==> config.mk <==
export PLATFORM = sky130hd
export DESIGN_NAME = fb_port_arbiter_flat
export DESIGN_NICKNAME = d
export VERILOG_FILES = /design/src/rtl/fb_port_arbiter_if.sv /design/src/rtl/fb_port_arbiter.sv /design/src/flat_wrapper.sv
export SDC_FILE = /design/constraint.sdc
export NUM_CORES = 1
export LEC_CHECK = 0
export BUFFER_PORTS_ARGS = -buffer_cell sky130_fd_sc_hd__buf_2
export CELL_PAD_IN_SITES_DETAIL_PLACEMENT = 1
export CELL_PAD_IN_SITES_GLOBAL_PLACEMENT = 1
export CORE_ASPECT_RATIO = 0.6
export CORE_MARGIN = 3
export CORE_UTILIZATION = 49
export CTS_CLUSTER_DIAMETER = 120
export DETAILED_ROUTE_END_ITERATION = 7
export PLACE_DENSITY_LB_ADDON = 0.1
export SLEW_MARGIN = 20
export SYNTH_ARGS = -nofsm -noshare
export SYNTH_HDL_FRONTEND = slang
export SYNTH_SLANG_ARGS = --single-unit
==> constraint.sdc <==
create_clock -name CLK -period 8 [get_ports CLK]
set_clock_uncertainty 0.15 [all_clocks]
set_input_delay 1.6 -clock CLK [delete_from_list [all_inputs] [get_ports CLK]]
set_output_delay 1.6 -clock CLK [all_outputs]
set_load 0.03 [all_outputs]
==> src/rtl/fb_port_arbiter_if.sv <==
// Port bundle between the frame-buffer arbiter, its clients (scan-out, capture,
// clear control) and the single-port BRAM primitive.
interface fb_port_arbiter_if #(
  parameter int ADDR_W     = 14,
  parameter int DATA_W     = 8,
  parameter int FIFO_DEPTH = 4
);
  localparam int LVL_W = $clog2(FIFO_DEPTH) + 1;

  logic              RD_EN;
  logic [ADDR_W-1:0] RD_ADDR;
  logic [DATA_W-1:0] RD_DATA;
  logic              RD_VALID;
  logic              WR_VALID;
  logic              WR_READY;
  logic [ADDR_W-1:0] WR_ADDR;
  logic [DATA_W-1:0] WR_DATA;
  logic              CLR_START;
  logic [DATA_W-1:0] CLR_VALUE;
  logic              CLR_BUSY;
  logic [LVL_W-1:0]  FIFO_LEVEL;
  logic [ADDR_W-1:0] MEM_ADDR;
  logic              MEM_WE;
  logic [DATA_W-1:0] MEM_DIN;
  logic [DATA_W-1:0] MEM_DOUT;

  modport slave (
    input  RD_EN, RD_ADDR, WR_VALID, WR_ADDR, WR_DATA, CLR_START, CLR_VALUE, MEM_DOUT,
    output RD_DATA, RD_VALID, WR_READY, CLR_BUSY, FIFO_LEVEL, MEM_ADDR, MEM_WE, MEM_DIN
  );

  modport master (
    output RD_EN, RD_ADDR, WR_VALID, WR_ADDR, WR_DATA, CLR_START, CLR_VALUE, MEM_DOUT,
    input  RD_DATA, RD_VALID, WR_READY, CLR_BUSY, FIFO_LEVEL, MEM_ADDR, MEM_WE, MEM_DIN
  );
endinterface

==> src/rtl/fb_port_arbiter.sv <==
// Single-port frame-buffer arbiter: scan-out reads always win, capture writes
// queue in a small FIFO and drain on idle cycles, full-buffer clear sequencer.
module fb_port_arbiter #(
  parameter int ADDR_W     = 14,
  parameter int DATA_W     = 8,
  parameter int MEM_WORDS  = 16384,
  parameter int FIFO_DEPTH = 4
) (
  input  logic                CLK,
  input  logic                RESET,
  fb_port_arbiter_if.slave    bus
);

  localparam int                PTR_W     = $clog2(FIFO_DEPTH);
  localparam int                LVL_W     = PTR_W + 1;
  localparam logic [ADDR_W-1:0] LAST_ADDR = ADDR_W'(MEM_WORDS - 1);
  localparam logic [LVL_W-1:0]  FULL_LVL  = LVL_W'(FIFO_DEPTH);

  typedef enum logic [1:0] {
    S_IDLE,
    S_DRAIN,
    S_CLEAR
  } state_t;

  state_t            state, state_nxt;

  logic [ADDR_W-1:0] fifo_addr [FIFO_DEPTH];
  logic [DATA_W-1:0] fifo_data [FIFO_DEPTH];
  logic [PTR_W-1:0]  wr_ptr, rd_ptr;
  logic [LVL_W-1:0]  level, level_nxt;

  logic [ADDR_W-1:0] clr_cnt;
  logic [DATA_W-1:0] clr_val;
  logic              rd_valid_q;

  logic              fifo_empty;
  logic              push, pop, clr_wr, clr_accept;

  assign fifo_empty = (level == '0);

  assign bus.WR_READY = !RESET && (state == S_IDLE) && (level != FULL_LVL);
  assign push         = bus.WR_VALID && bus.WR_READY;

  // The reader owns the port whenever it asks; clear and drain only use leftovers.
  assign clr_wr     = !RESET && !bus.RD_EN && (state == S_CLEAR);
  assign pop        = !RESET && !bus.RD_EN && (state != S_CLEAR) && !fifo_empty;
  assign clr_accept = bus.CLR_START && (state == S_IDLE);

  assign level_nxt = level + {{(LVL_W-1){1'b0}}, push} - {{(LVL_W-1){1'b0}}, pop};

  always_comb begin
    // NOTE: every combinational output gets a default first so no path can infer a latch.
    state_nxt = state;
    case (state)
      S_IDLE:  if (bus.CLR_START) state_nxt = (!fifo_empty || push) ? S_DRAIN : S_CLEAR;
      S_DRAIN: if (level_nxt == '0) state_nxt = S_CLEAR;
      S_CLEAR: if (clr_wr && (clr_cnt == LAST_ADDR)) state_nxt = S_IDLE;
      default: state_nxt = S_IDLE;
    endcase
  end

  always_comb begin
    bus.MEM_ADDR = bus.RD_ADDR;
    bus.MEM_DIN  = fifo_data[rd_ptr];
    bus.MEM_WE   = 1'b0;
    if (bus.RD_EN) begin
      bus.MEM_ADDR = bus.RD_ADDR;
    end else if (clr_wr) begin
      bus.MEM_ADDR = clr_cnt;
      bus.MEM_DIN  = clr_val;
      bus.MEM_WE   = 1'b1;
    end else if (pop) begin
      bus.MEM_ADDR = fifo_addr[rd_ptr];
      bus.MEM_WE   = 1'b1;
    end
  end

  // NOTE: sequential state uses non-blocking assignments so every register samples pre-edge values.
  always_ff @(posedge CLK) begin
    if (RESET) state <= S_IDLE;
    else       state <= state_nxt;
  end

  always_ff @(posedge CLK) begin
    if (RESET) begin
      wr_ptr     <= '0;
      rd_ptr     <= '0;
      level      <= '0;
      clr_cnt    <= '0;
      clr_val    <= '0;
      rd_valid_q <= 1'b0;
    end else begin
      if (push) wr_ptr <= wr_ptr + 1'b1;
      if (pop)  rd_ptr <= rd_ptr + 1'b1;
      level      <= level_nxt;
      rd_valid_q <= bus.RD_EN;
      if (clr_accept) begin
        clr_val <= bus.CLR_VALUE;
        clr_cnt <= '0;
      end else if (clr_wr && (clr_cnt != LAST_ADDR)) begin
        clr_cnt <= clr_cnt + 1'b1;
      end
    end
  end

  // NOTE: FIFO storage is deliberately not reset; the pointers and level define validity.
  always_ff @(posedge CLK) begin
    if (push) begin
      fifo_addr[wr_ptr] <= bus.WR_ADDR;
      fifo_data[wr_ptr] <= bus.WR_DATA;
    end
  end

  assign bus.RD_DATA    = bus.MEM_DOUT;
  assign bus.RD_VALID   = rd_valid_q;
  assign bus.CLR_BUSY   = (state != S_IDLE);
  assign bus.FIFO_LEVEL = level;

endmodule

==> src/flat_wrapper.sv <==
// flat-port wrapper written by rule: the top's interface ports become plain ports
module fb_port_arbiter_flat 
#(
  parameter int ADDR_W     = 14,
  parameter int DATA_W     = 8,
  parameter int MEM_WORDS  = 16384,
  parameter int FIFO_DEPTH = 4
)
  (CLK, RESET, bus_RD_EN, bus_RD_ADDR, bus_WR_VALID, bus_WR_ADDR, bus_WR_DATA, bus_CLR_START, bus_CLR_VALUE, bus_MEM_DOUT, bus_RD_DATA, bus_RD_VALID, bus_WR_READY, bus_CLR_BUSY, bus_FIFO_LEVEL, bus_MEM_ADDR, bus_MEM_WE, bus_MEM_DIN);
  fb_port_arbiter_if #(.ADDR_W(ADDR_W), .DATA_W(DATA_W), .FIFO_DEPTH(FIFO_DEPTH)) bus_i ();
  input  logic CLK;
  input  logic RESET;
  input wire logic [$bits(bus_i.RD_EN)-1:0] bus_RD_EN;
  input wire logic [$bits(bus_i.RD_ADDR)-1:0] bus_RD_ADDR;
  input wire logic [$bits(bus_i.WR_VALID)-1:0] bus_WR_VALID;
  input wire logic [$bits(bus_i.WR_ADDR)-1:0] bus_WR_ADDR;
  input wire logic [$bits(bus_i.WR_DATA)-1:0] bus_WR_DATA;
  input wire logic [$bits(bus_i.CLR_START)-1:0] bus_CLR_START;
  input wire logic [$bits(bus_i.CLR_VALUE)-1:0] bus_CLR_VALUE;
  input wire logic [$bits(bus_i.MEM_DOUT)-1:0] bus_MEM_DOUT;
  output wire logic [$bits(bus_i.RD_DATA)-1:0] bus_RD_DATA;
  output wire logic [$bits(bus_i.RD_VALID)-1:0] bus_RD_VALID;
  output wire logic [$bits(bus_i.WR_READY)-1:0] bus_WR_READY;
  output wire logic [$bits(bus_i.CLR_BUSY)-1:0] bus_CLR_BUSY;
  output wire logic [$bits(bus_i.FIFO_LEVEL)-1:0] bus_FIFO_LEVEL;
  output wire logic [$bits(bus_i.MEM_ADDR)-1:0] bus_MEM_ADDR;
  output wire logic [$bits(bus_i.MEM_WE)-1:0] bus_MEM_WE;
  output wire logic [$bits(bus_i.MEM_DIN)-1:0] bus_MEM_DIN;
  assign bus_i.RD_EN = bus_RD_EN;
  assign bus_i.RD_ADDR = bus_RD_ADDR;
  assign bus_i.WR_VALID = bus_WR_VALID;
  assign bus_i.WR_ADDR = bus_WR_ADDR;
  assign bus_i.WR_DATA = bus_WR_DATA;
  assign bus_i.CLR_START = bus_CLR_START;
  assign bus_i.CLR_VALUE = bus_CLR_VALUE;
  assign bus_i.MEM_DOUT = bus_MEM_DOUT;
  assign bus_RD_DATA = bus_i.RD_DATA;
  assign bus_RD_VALID = bus_i.RD_VALID;
  assign bus_WR_READY = bus_i.WR_READY;
  assign bus_CLR_BUSY = bus_i.CLR_BUSY;
  assign bus_FIFO_LEVEL = bus_i.FIFO_LEVEL;
  assign bus_MEM_ADDR = bus_i.MEM_ADDR;
  assign bus_MEM_WE = bus_i.MEM_WE;
  assign bus_MEM_DIN = bus_i.MEM_DIN;
  fb_port_arbiter #(.ADDR_W(ADDR_W), .DATA_W(DATA_W), .MEM_WORDS(MEM_WORDS), .FIFO_DEPTH(FIFO_DEPTH)) u_core (.CLK(CLK), .RESET(RESET), .bus(bus_i));
endmodule
# [After elaboration in Yosys (flattened, before gate mapping)]
# Memories as Yosys holds them, arrays and structs flattened. A register that Yosys moved wholly into a read port is not among the register bits.
# Cells that the tools add are included.
[word_totals] input_bits=57 n_memories=2 reg_bits=32 ramBits=88 out_inout_bits=37
[memory_table] memory="u_core.fifo_addr" depth=4 width=14 rd=1 rd_clocked_by_memory_dff=1 wr=1 line_no="fb_port_arbiter.sv:27" text="logic [ADDR_W-1:0] fifo_addr [FIFO_DEPTH];"
[memory_table] memory="u_core.fifo_data" depth=4 width=8 rd=1 rd_clocked_by_memory_dff=1 wr=1 line_no="fb_port_arbiter.sv:28" text="logic [DATA_W-1:0] fifo_data [FIFO_DEPTH];"
[op_classes] muxes=19 reduce_logical=20 eq_ne=9 n_addsub=5
[ops] op="14-bit 2-to-1 mux" count=3
[ops] op="2-bit 2-to-1 mux" count=8
[ops] op="8-bit 2-to-1 mux" count=2
[ops] op="14-bit by 1-bit adder with 14-bit output, second input constant" count=1
[ops] op="14-bit equality test, second input constant" count=1
[ops] op="14-bit inequality test, second input constant" count=1
[ops] op="1-bit logical AND" count=10
[ops] op="3-bit zero test" count=2
[ops] op="2-bit inequality test, second input constant" count=3
[ops] op="2-bit one-hot mux with 3 select lines" count=1
[ops] op="1-bit 2-to-1 mux" count=5
[ops] op="2-bit by 1-bit adder with 2-bit output, second input constant" count=2
[ops] op="3-bit by 1-bit adder with 3-bit output" count=1
[ops] op="1-bit zero test" count=3
[ops] op="3-bit inequality test, second input constant" count=1
[ops] op="3-bit AND reduction" count=1
[ops] op="3-bit by 1-bit subtractor with 3-bit output" count=1
[ops] op="2-bit by 1-bit equality test with 1-bit output, second input constant" count=1
[ops] op="2-bit equality test, second input constant" count=1
[ops] op="2-bit zero test" count=1
[ops] op="2-bit by 1-bit inequality test with 1-bit output, second input constant" count=1
[ops] op="2-bit nonzero test" count=1
[ops] op="2-bit OR reduction" count=1
[ops] op="1-bit logical OR" count=1

# [Depth between registers and ports, before layout]
# Gate-level depths: netlist of run 1.
[depth] depth_word=9 depth_mapped=11 ltp_nobuf=11

# [Worst setup path before layout of run 1]
# No wires, ideal clock.
[synth_path] path_type="input port to output port" startpoint="input port bus_RD_EN" endpoint="output port bus_MEM_ADDR[11]" t_required_ns=6.250 stages=7 slack_ns=3.390 arrival_time_ns=2.860 path_cell_list="buf_2 -> nor4b_4 -> buf_6 -> buf_2 -> buf_2 -> nand2_1 -> nand2_1"
[synth_via] elab_chain_cells=7 word_cells_on_any_way=8
[synth_lines] item="start: declaration" line_no="flat_wrapper.sv:13" text="input wire logic [$bits(bus_i.RD_EN)-1:0] bus_RD_EN;"
[synth_lines] item="1-bit zero test" line_no="fb_port_arbiter.sv:45, fb_port_arbiter.sv:46"
[synth_lines] item="1-bit logical AND" line_no="fb_port_arbiter.sv:45, fb_port_arbiter.sv:46"
[synth_lines] item="1-bit logical AND (2 in series)" line_no="fb_port_arbiter.sv:46" text="assign pop = !RESET && !bus.RD_EN && (state != S_CLEAR) && !fifo_empty;"
[synth_lines] item="14-bit 2-to-1 mux" line_no="fb_port_arbiter.sv:72" text="end else if (pop) begin"
[synth_lines] item="14-bit 2-to-1 mux" line_no="fb_port_arbiter.sv:68" text="end else if (clr_wr) begin"
[synth_lines] item="14-bit 2-to-1 mux *" line_no="fb_port_arbiter.sv:66" text="if (bus.RD_EN) begin"
[synth_lines] item="end: declaration" line_no="flat_wrapper.sv:26" text="output wire logic [$bits(bus_i.MEM_ADDR)-1:0] bus_MEM_ADDR;"
# Mark *: on every way between the ends. The rest lies on a longest branch, timed or not.

# [Worst setup path in the final report of run 1]
[layout_path] startpoint="input port RESET" endpoint="output port bus_MEM_DIN[6]"
[layout_via] elab_chain_cells=5
[layout_lines] item="start: declaration" line_no="flat_wrapper.sv:12" text="input logic RESET;"
[layout_lines] item="1-bit zero test" line_no="fb_port_arbiter.sv:45" text="assign clr_wr = !RESET && !bus.RD_EN && (state == S_CLEAR);"
[layout_lines] item="1-bit logical AND (2 in series)" line_no="fb_port_arbiter.sv:45"
[layout_lines] item="8-bit 2-to-1 mux" line_no="fb_port_arbiter.sv:68"
[layout_lines] item="8-bit 2-to-1 mux" line_no="fb_port_arbiter.sv:66"
[layout_lines] item="end: declaration" line_no="flat_wrapper.sv:28" text="output wire logic [$bits(bus_i.MEM_DIN)-1:0] bus_MEM_DIN;"
# No other way between the ends.

==> run summary, run 1 <==
Status: completed
Finish-stage setup viols: 0
Worst-case clock buffer depth: 2
Max Fclk: 0.1845 GHz
Number of synthesized flops with an enable pin: 88
P&R area growth vs syn: 19.86%
CTS tree: done
Sw Share: 31.17%
Asr flop ratio synth: 0%
Gr usage total: 23.79%
Die outline width: 139.7 um
Initial core utilization: 51.72%
Worst slack, placed: 2616 ps
Least-Margin Pin Slew: 835.4 ps
Critical Path, Cell by Cell: buf_2 > nor4b_4 > buf_4 > mux2_2 > buf_2
Net switching power figure: 0.6211 mW
Main synth FF type: edfxtp_1
Fin worst setup slack: 2581 ps
Sequential share of the synthesized area: 63.24%
DIE AREA: 12040 um^2
Clock root cell: clkbuf_16
Pins Over Slew Limit: 0
Pwr/cell area: 316.4 nW/um^2
RSZ-0062 raised after global routing: false
Leakage: 2.288 nW
Io pins: 94
Initial DRC count: 285
Critical-path top delay cell: nor4b_4
Worst Setup Start Kind: input port
Worst-path fanout max: 31
Routed wire per std cell: 22.94 um
Hold Path Class: reg2reg
Flops & latches, synth: 122
Drc violations: 0
Clock Power Share: 35.7%
Rel. slew slack: 44.07%
Post-synth top cells: 88 x edfxtp_1, 55 x nand2_1, 34 x dfxtp_1
Max_cap viols: 0
Synth area leaders: edfxtp_1 50%, dfxtp_1 13%, mux4_2 9.4%
Detailed Routing Iterations Pass 1: 4
Die Height: 86.22 um
Share of the synthesized area in the top cell type: 50.29%
Reg clk slew, reported paths: 60 ps
Internal Power: 1.372 mW
Detail Placement HPWL: 9252 um
Fin. Hold Viols: 0
Final Cell Area: 6299 um^2
Critical path class: in2out
Setup crit end kind: output pin
Number of global-route vias before repair: 3801
WP data arrival: 3670 ps
Gp weighted congestion: 0.7970
Core footprint: 10160 um^2
Post-layout min period: 5419 ps
Detailed-route via count: 3516
Vias per cell: 5.850
Post-route ant nets: 0
Antenna violations before repair: 0
Syn. warnings: 0
Area leader, netlist: edfxtp_1
Post-CTS Setup Bufs: 0
Finished Core Util: 62.00%
Most numerous cell in the Yosys netlist: edfxtp_1
Total grt overflow: 0
I/O Buffers: 77
Clk_lat worst skew: 400 ps
Worst vdd ir: 0.0001817 V
Cell area after placement: 5741 um^2
Synth Area per Inst: 14.13 um^2
Post-CTS Resized: 0
Logic pwr share: 25.6%
Post-Route WL: 13790 um
Setup TNS Final: 0 ps
Sequential share of power: 38.7%
CTS Buf Count: 17
Antenna cells: 0
Post-Syn Instances: 372
Post-layout net count: 517
CP required: 6250 ps
Final Cycle Share: 67.73%
Syn nets: 436
Synth Cell Area: 5255 um^2
Hold-fix buffers at CTS: 0
Critical path's most frequent cell: buf_2
Hold WS: 320.4 ps
Clk sinks: 122
Largest net degree at the start of global routing: 32
Share of layout cells above drive strength 1: 32.19%
Unique masters post-synth: 51
Cell Rows: 28
H-tree depth: 4
First-pass GRT wire length: 21650 um
Max incr delay on CP: 820 ps
[state kept, by name, summed over array words and instances, names as in the netlist, named ones only]
register	count
u_core.state	2
u_core.rd_ptr	2
u_core.fifo_addr	56
u_core.fifo_data	32
u_core.clr_cnt	14
u_core.wr_ptr	2
u_core.clr_val	8
u_core.bus.RD_VALID	1
u_core.bus.FIFO_LEVEL	3
[final cells by class]
cell class              instances  area, um^2
clock buffers                  21       460.4
flip-flops and latches        122        3323
well taps                     135       168.9
inverters                      11       41.29
fillers                      1029        3861
repair buffers                 86       452.9
multi-input cells             215        1754
clock inverters                11       97.59
[power by group through the flow]
stage / sequential [mW] / clock, mW / combinational [mW]
6_report: 0.772 / 0.712 / 0.510
3_5_place_dp: 0.783 / 0 / 0.507
4_1_cts: 0.771 / 0.719 / 0.514
3_3_place_gp: 0.777 / 0 / 0.491
2_1_floorplan: 0.781 / 0 / 0.358
5_1_grt: 0.777 / 0.757 / 0.549
[cell usage in the layout (no fill, tap or decap), drive strengths merged, types with 2 or more instances in the layout]
master    instances
nor4              3
ha                6
nand3             6
nor3              5
clkinv            6
buf              86
mux2i             5
and4              4
and2              6
nand2            56
or3               2
clkinvlp          4
nor2b             3
clkbuf           21
nor2             13
o31ai             5
mux4             22
xnor2             3
inv              11
and3              2
a31oi             2
a22oi            14
or4               4
a2111oi           2
a211oi            3
nand2b            3
nor4b             2
a21oi            16
edfxtp           88
mux2              8
o21ai             3
nand4             3
dfxtp            34
[critical path: cells and delay by family]
| kind | cells | cell delay (ps) |
|---|---|---|
| buffers and inverters | 3 | 870 |
| AND/OR/NAND/NOR | 1 | 820 |
| multiplexers | 1 | 370 |
[path summary, 6_finish.rpt]
check / start / endpoint / slack [ps] / depth (start not counted)
max: RESET / bus_MEM_DIN[6] / 2580 / 5
max reg2reg: u_core.state[0]$_SDFFE_PP0P_ / u_core.state[0]$_SDFFE_PP0P_ / 4810 / 10
min reg2reg: u_core.clr_val[3]$_SDFFE_PP0P_ / u_core.clr_val[3]$_SDFFE_PP0P_ / 320 / 2
min: u_core.clr_val[3]$_SDFFE_PP0P_ / u_core.clr_val[3]$_SDFFE_PP0P_ / 320 / 2
[through the flow]
| stage | power [mW] | instances |
|---|---|---|
| finish | 1.993 | 601 |
| global route | 2.082 | 601 |
| CTS | 2.005 | 601 |
| detailed placement | 1.290 | 569 |
| global placement | 1.268 | 569 |
| floorplan | 1.139 | 372 |
[per-layer routing]
| layer | routed length (um) | part of all wire, % | global-route usage, % |
|---|---|---|---|
| met1 | 6146 | 45 | 32.94 |
| met2 | 6739 | 49 | 38.55 |
| met3 | 728 | 5.3 | 5.733 |
| met4 | 174 | 1.3 | 6.245 |
| met5 | 0 | 0 | 0 |
[cells by family after synthesis]
| kind of cell | share of synthesized area [%] |
|---|---|
| flops | 63.24 |
| xor+xnor | 0.9286 |
| compound gates | 7.238 |
| simple gates | 11.31 |
| fa+ha+maj | 1.810 |
| mux | 12.10 |
| buf+inv | 3.381 |
No activity file was read; power rests on OpenSTA's default activity.
==> run 2: changes to the inputs <==
CORE_UTILIZATION = 41   (was 49)
clock period = 4.8 ns   (was 8 ns; I/O delays follow)
==> run 2 against run 1 <==
Compared with the run above:
- global-route usage is 4.9 points lower
- combinational power is 64% higher
- first-iteration DRC count is 22% lower
- highest routed layer unchanged
==> run summary, run 2 (synthesis gave the netlist of run 1 again) <==
Antenna violations before repair: 0
Crit. Startpoint: RESET
Routed wire per std cell: 20.81 um
Status: completed
Largest register FFs: 56
Gr usage total: 18.93%
Detail Placement HPWL: 8960 um
Max Fclk: 0.2596 GHz
Gp weighted congestion: 0.7928
Clk sinks: 122
Max_cap viols: 0
Drc violations: 0
Post-Route WL: 13110 um
Post-route ant nets: 0
Critical Path, Cell by Cell: buf_2 > nor4b_4 > buf_4 > nand2_1 > nand2_1 > buf_2
Setup crit end kind: output pin
Post-CTS Setup Bufs: 0
Finished Core Util: 51.41%
Critical-path top delay cell: nor4b_4
Post-CTS Resized: 0
Detailed-route via count: 3436
CTS tree: done
Post-layout net count: 517
Cell Rows: 31
Share of layout cells above drive strength 1: 32.47%
Worst-path fanout max: 31
Most common cell after layout, fill and taps aside: edfxtp_1
Worst vdd ir: 0.0002745 V
Largest Register: u_core.fifo_addr
Finish-stage setup viols: 0
Kind of cell adding the most delay to the critical path: buffers and inverters
Total grt overflow: 0
Worst slack, placed: 950.6 ps
Clk_lat worst skew: 410 ps
DIE AREA: 14260 um^2
Final Cycle Share: 80.24%
Initial core utilization: 42.74%
Number of global-route vias before repair: 3641
Rel. slew slack: 52.26%
H-tree depth: 4
Leakage: 2.282 nW
Detailed Routing Iterations Pass 1: 5
Pwr/cell area: 518.6 nW/um^2
Io pins: 94
Post-layout min period: 3851 ps
Die Height: 93.70 um
R2R Path Start: u_core.state[0]$_SDFFE_PP0P_
Reg clk slew, reported paths: 60 ps
Hold Path Class: reg2reg
RSZ-0062 raised after global routing: false
Fill count: 1256
I/O Buffers: 77
P&R area growth vs syn: 20.29%
Setup TNS Final: 0 ps
Max incr delay on CP: 680 ps
Clock root cell: clkbuf_16
Most frequent cells in the layout: 88 x edfxtp_1, 77 x buf_2, 55 x nand2_1
Hold Crit Start: u_core.clr_val[1]$_SDFFE_PP0P_
Initial DRC count: 223
Hold-fix buffers at CTS: 0
Largest net degree at the start of global routing: 32
Least-Margin Pin Slew: 709.6 ps
CP required: 3690 ps
Vias per cell: 5.454
Pins Over Slew Limit: 0
CTS Buf Count: 17
Die outline width: 152.2 um
Fin. Hold Viols: 0
Antenna cells: 0
Worst-case clock buffer depth: 2
Biggest regs: u_core.fifo_addr: 56 flops, u_core.fifo_data: 32 flops, u_core.clr_cnt: 14 flops
WP data arrival: 2740 ps
Core footprint: 12300 um^2
Fin worst setup slack: 948.6 ps
Worst path bufs/invs: 3
Worst Setup Start Kind: input port
First-pass GRT wire length: 20510 um
Critical path class: in2out
run 2: changes by cell type in the layout (fill, tap and decap cells not counted):
cell,delta
inv_6,+4
clkinv_2,-3
clkinv_4,+3
clkbuf_1,-2
clkbuf_8,-2
bufinv_16,-1
clkinvlp_4,-1
inv_8,+1
run 2: path summary, 6_finish.rpt:
| check | cells after the start | slack [ps] | to |
|---|---|---|---|
| setup / recovery | 6 | 950 | bus_MEM_ADDR[9] |
| hold / removal | 2 | 310 | u_core.clr_val[1]$_SDFFE_PP0P_ |
| setup reg to reg | 9 | 1780 | u_core.state[0]$_SDFFE_PP0P_ |
| hold reg to reg | 2 | 310 | u_core.clr_val[1]$_SDFFE_PP0P_ |
run 2: layout make-up:
class | count | area [um^2] | area share [%]
Sequential cell | 122 | 3323 | 52.57
Multi-Input combinational cell | 215 | 1754 | 27.75
Timing Repair Buffer | 86 | 452.9 | 7.165
Clock buffer | 17 | 425.4 | 6.730
Tap cell | 165 | 206.4 | 3.266
Clock inverter | 14 | 117.6 | 1.861
Inverter | 11 | 41.29 | 0.6532
run 2: where the power goes:
| group | total (mW) | internal, mW | switching (mW) |
|---|---|---|---|
| sequential | 1.28 | 1.22 | 0.0558 |
| combinational | 0.837 | 0.326 | 0.511 |
| clock | 1.16 | 0.668 | 0.496 |
run 2: layer usage:
metal / share of wire (%) / track usage [%] / vias to the layer above
met1: 48 / 26.58 / 1750
li1: - / - / 1584
met2: 46 / 29.43 / 82
met5: 0 / 0 / -
met4: 0.98 / 7.330 / 0
met3: 5.0 / 3.728 / 20
run 2: through the flow:
step           total power [mW]  hold WS (ps)  area (um^2)  instances
3_5_place_dp              2.146         300.0         5778        599
4_1_cts                   3.327         308.7         6321        630
2_1_floorplan             1.898         282.9         5255        372
3_3_place_gp              2.129         295.5         5778        599
6_report                  3.278         311.1         6321        630
5_1_grt                   3.438         331.5         6321        630
run 2: worst min-delay path, stage by stage (launching register included):
cell and delay (ps):
dfxtp_1 310, nand2_1 50, a21oi_1 50
==> run 3: changes to the inputs <==
ABC_AREA = 1   (was not set)
CORE_UTILIZATION = 43   (was 41)
clock period = 3.95 ns   (was 4.8 ns; I/O delays follow)
==> run 3 against run 2 <==
Compared with the run above:
- final area is 3.2% higher
- global-route usage is 2.9 points higher
- setup slack worse by 430 ps
- die area is 0.95% lower
- combinational power is 22% higher
- synthesized area is 3.8% higher
- wire length is 13% higher
- first-iteration DRC count is 5.4% lower
- synthesized cell count is 52% higher
- clock-buffer cell count is 1 higher
==> run summary, run 3 <==
Status: completed
Hold Crit Start: u_core.rd_ptr[1]$_SDFFE_PP0P_
Io pins: 94
Main synth FF type: edfxtp_1
CTS Buf Count: 17
Reg clk slew, reported paths: 50 ps
Initial DRC count: 211
Syn. warnings: 0
Synth area leaders: edfxtp_1 48%, dfxtp_1 12%, nor2_1 10%
RSZ-0062 raised after global routing: false
Post-layout net count: 699
Critical path's most frequent cell: nor2_1
Post-CTS Setup Bufs: 0
R2R Path Start: u_core.bus.FIFO_LEVEL[1]$_SDFF_PP0_
H-tree depth: 4
Sequential share of the synthesized area: 60.90%
Largest net degree at the start of global routing: 45
Finished Core Util: 53.37%
Biggest regs: u_core.fifo_addr: 56 flops, u_core.fifo_data: 32 flops, u_core.clr_cnt: 14 flops
Pwr/cell area: 640.7 nW/um^2
Syn nets: 628
P&R area growth vs syn: 19.51%
Detailed-route via count: 4255
Leakage: 2.504 nW
Die Height: 93.26 um
Critical-path top delay cell: nand3_2
Drc violations: 0
Gr usage total: 21.84%
Gp weighted congestion: 0.8247
Core footprint: 12220 um^2
Initial core utilization: 44.66%
Post-layout min period: 3432 ps
Hold endpoint: u_core.rd_ptr[1]$_SDFFE_PP0P_
Pins Over Slew Limit: 0
First-pass GRT wire length: 23140 um
Number of synthesized flops with an enable pin: 88
Final Cycle Share: 86.88%
Rel. slew slack: 51.16%
Worst Setup Start Kind: input port
Post-CTS Resized: 0
R2R depth: 13
Clk sinks: 122
Worst vdd ir: 0.0003626 V
Worst-path fanout max: 17
Post-synth top cells: 152 x nor2_1, 88 x edfxtp_1, 69 x o21ai_0
Antenna violations before repair: 1
Fin. Hold Viols: 0
Worst-case clock buffer depth: 2
Critical Path, Cell by Cell: buf_2 > nor2_4 > nand3_2 > inv_2 > nor2_1 > inv_2 > nor2_1 > nor2_1 > buf_2
Finish-stage setup viols: 0
Cell Rows: 31
Flops & latches, synth: 122
Kind of cell adding the most delay to the critical path: buffers and inverters
Least-Margin Pin Slew: 731.6 ps
Critical path class: in2out
Fill count: 1420
Detailed Routing Iterations Pass 1: 4
Total grt overflow: 0
I/O Buffers: 77
WP data arrival: 2490 ps
CP required: 3010 ps
Share of layout cells above drive strength 1: 22.84%
Setup crit end kind: output pin
Die outline width: 151.4 um
Vias per cell: 5.234
Most numerous cell in the Yosys netlist: nor2_1
Max incr delay on CP: 360 ps
CTS tree: done
Antenna cells: 0
Synth Cell Area: 5456 um^2
Routed wire per std cell: 18.24 um
Most common cell after layout, fill and taps aside: nor2_1
Clock root cell: clkbuf_16
Number of global-route vias before repair: 4423
DIE AREA: 14120 um^2
Setup slack, reg-to-reg: 1140 ps
Post-Syn Instances: 564
Detail Placement HPWL: 9655 um
Post-Route WL: 14830 um
Hold Path Class: reg2reg
Clk_lat worst skew: 410 ps
Most frequent cells in the layout: 148 x nor2_1, 88 x edfxtp_1, 77 x buf_2
WHS Path Cells: 2
Post-route ant nets: 0
Share of the synthesized area in the top cell type: 48.43%
Worst path bufs/invs: 4
Area leader, netlist: edfxtp_1
Setup TNS Final: 0 ps
Worst R2R End: u_core.state[0]$_SDFFE_PP0P_
Largest register FFs: 56
Hold-fix buffers at CTS: 0
Max Fclk: 0.2914 GHz
Synth Area per Inst: 9.675 um^2
Unique masters post-synth: 31
Max_cap viols: 0
Asr flop ratio synth: 0%
Largest Register: u_core.fifo_addr
[run 3: how the worst max path moves through the flow]
stage / to / from / slack (ps) / cells past startpoint
global placement: bus_MEM_ADDR[3] / RESET / 720 / 9
detailed placement: bus_MEM_ADDR[9] / RESET / 570 / 9
finish: bus_MEM_ADDR[9] / RESET / 520 / 9
floorplan: bus_MEM_ADDR[10] / RESET / 920 / 9
global route: bus_MEM_ADDR[9] / RESET / 380 / 9
CTS: bus_MEM_ADDR[9] / RESET / 530 / 9
[run 3: metrics by stage]
step	area (um^2)	worst slack [ps]	hold WS, ps	cells	total power, mW
after floorplan	5456	916.2	293.5	564	2.303
after global placement	5919	718.7	305.4	781	2.567
after detailed placement	5919	570.2	313.8	781	2.606
after CTS	6521	528.5	324.1	813	4.210
after global routing	6521	378.4	352.7	813	4.379
final	6521	518.1	322.4	813	4.178
[run 3: report_power, final]
group	switching (mW)	internal (mW)	leakage [nW]
clock	0.600	0.997	0.291
sequential	0.0674	1.50	1.07
combinational	0.730	0.285	1.14
total	1.40	2.78	2.50
[run 3: per-layer routing]
metal / GRT usage [%] / vias to the layer above / part of all wire (%)
met5: 0 / - / 0.088
met4: 8.220 / 2 / 1.7
met3: 4.552 / 23 / 4.1
met2: 35.09 / 92 / 47
met1: 29.24 / 2092 / 47
li1: - / 2046 / -
[run 3: layout make-up]
cell class	instances	area [um^2]	share of cell area, %
clock buffer	18	429.2	6.581
multi-input combinational	372	1807	27.71
clock inverter	14	172.7	2.648
sequential	122	3323	50.96
tap	165	206.4	3.166
timing repair buffer	84	437.9	6.715
inverter	38	145.1	2.226
[run 3: worst register-to-register path, delay by kind of cell, from the launching register on]
kind,cells,cell delay [ps]
XOR/XNOR,1,300
buffers and inverters,1,40
AO/OA/AOI/OAI,1,140
adder cells (fa/ha/maj),2,680
flip-flops,1,420
AND/OR/NAND/NOR,8,1000
[run 3: cells by family (layout without fill, tap and decap cells)]
| group | count (synthesis) | count (layout) | share of synthesized area, % |
|---|---|---|---|
| AOI/OAI and AO/OA | 117 | 117 | 11.79 |
| buffers and inverters | 70 | 154 | 6.168 |
| xor gates and xnor gates | 8 | 8 | 1.284 |
| adders and majority gates | 7 | 7 | 1.743 |
| and+or+nand+nor | 240 | 240 | 18.12 |
| DFF | 122 | 122 | 60.90 |
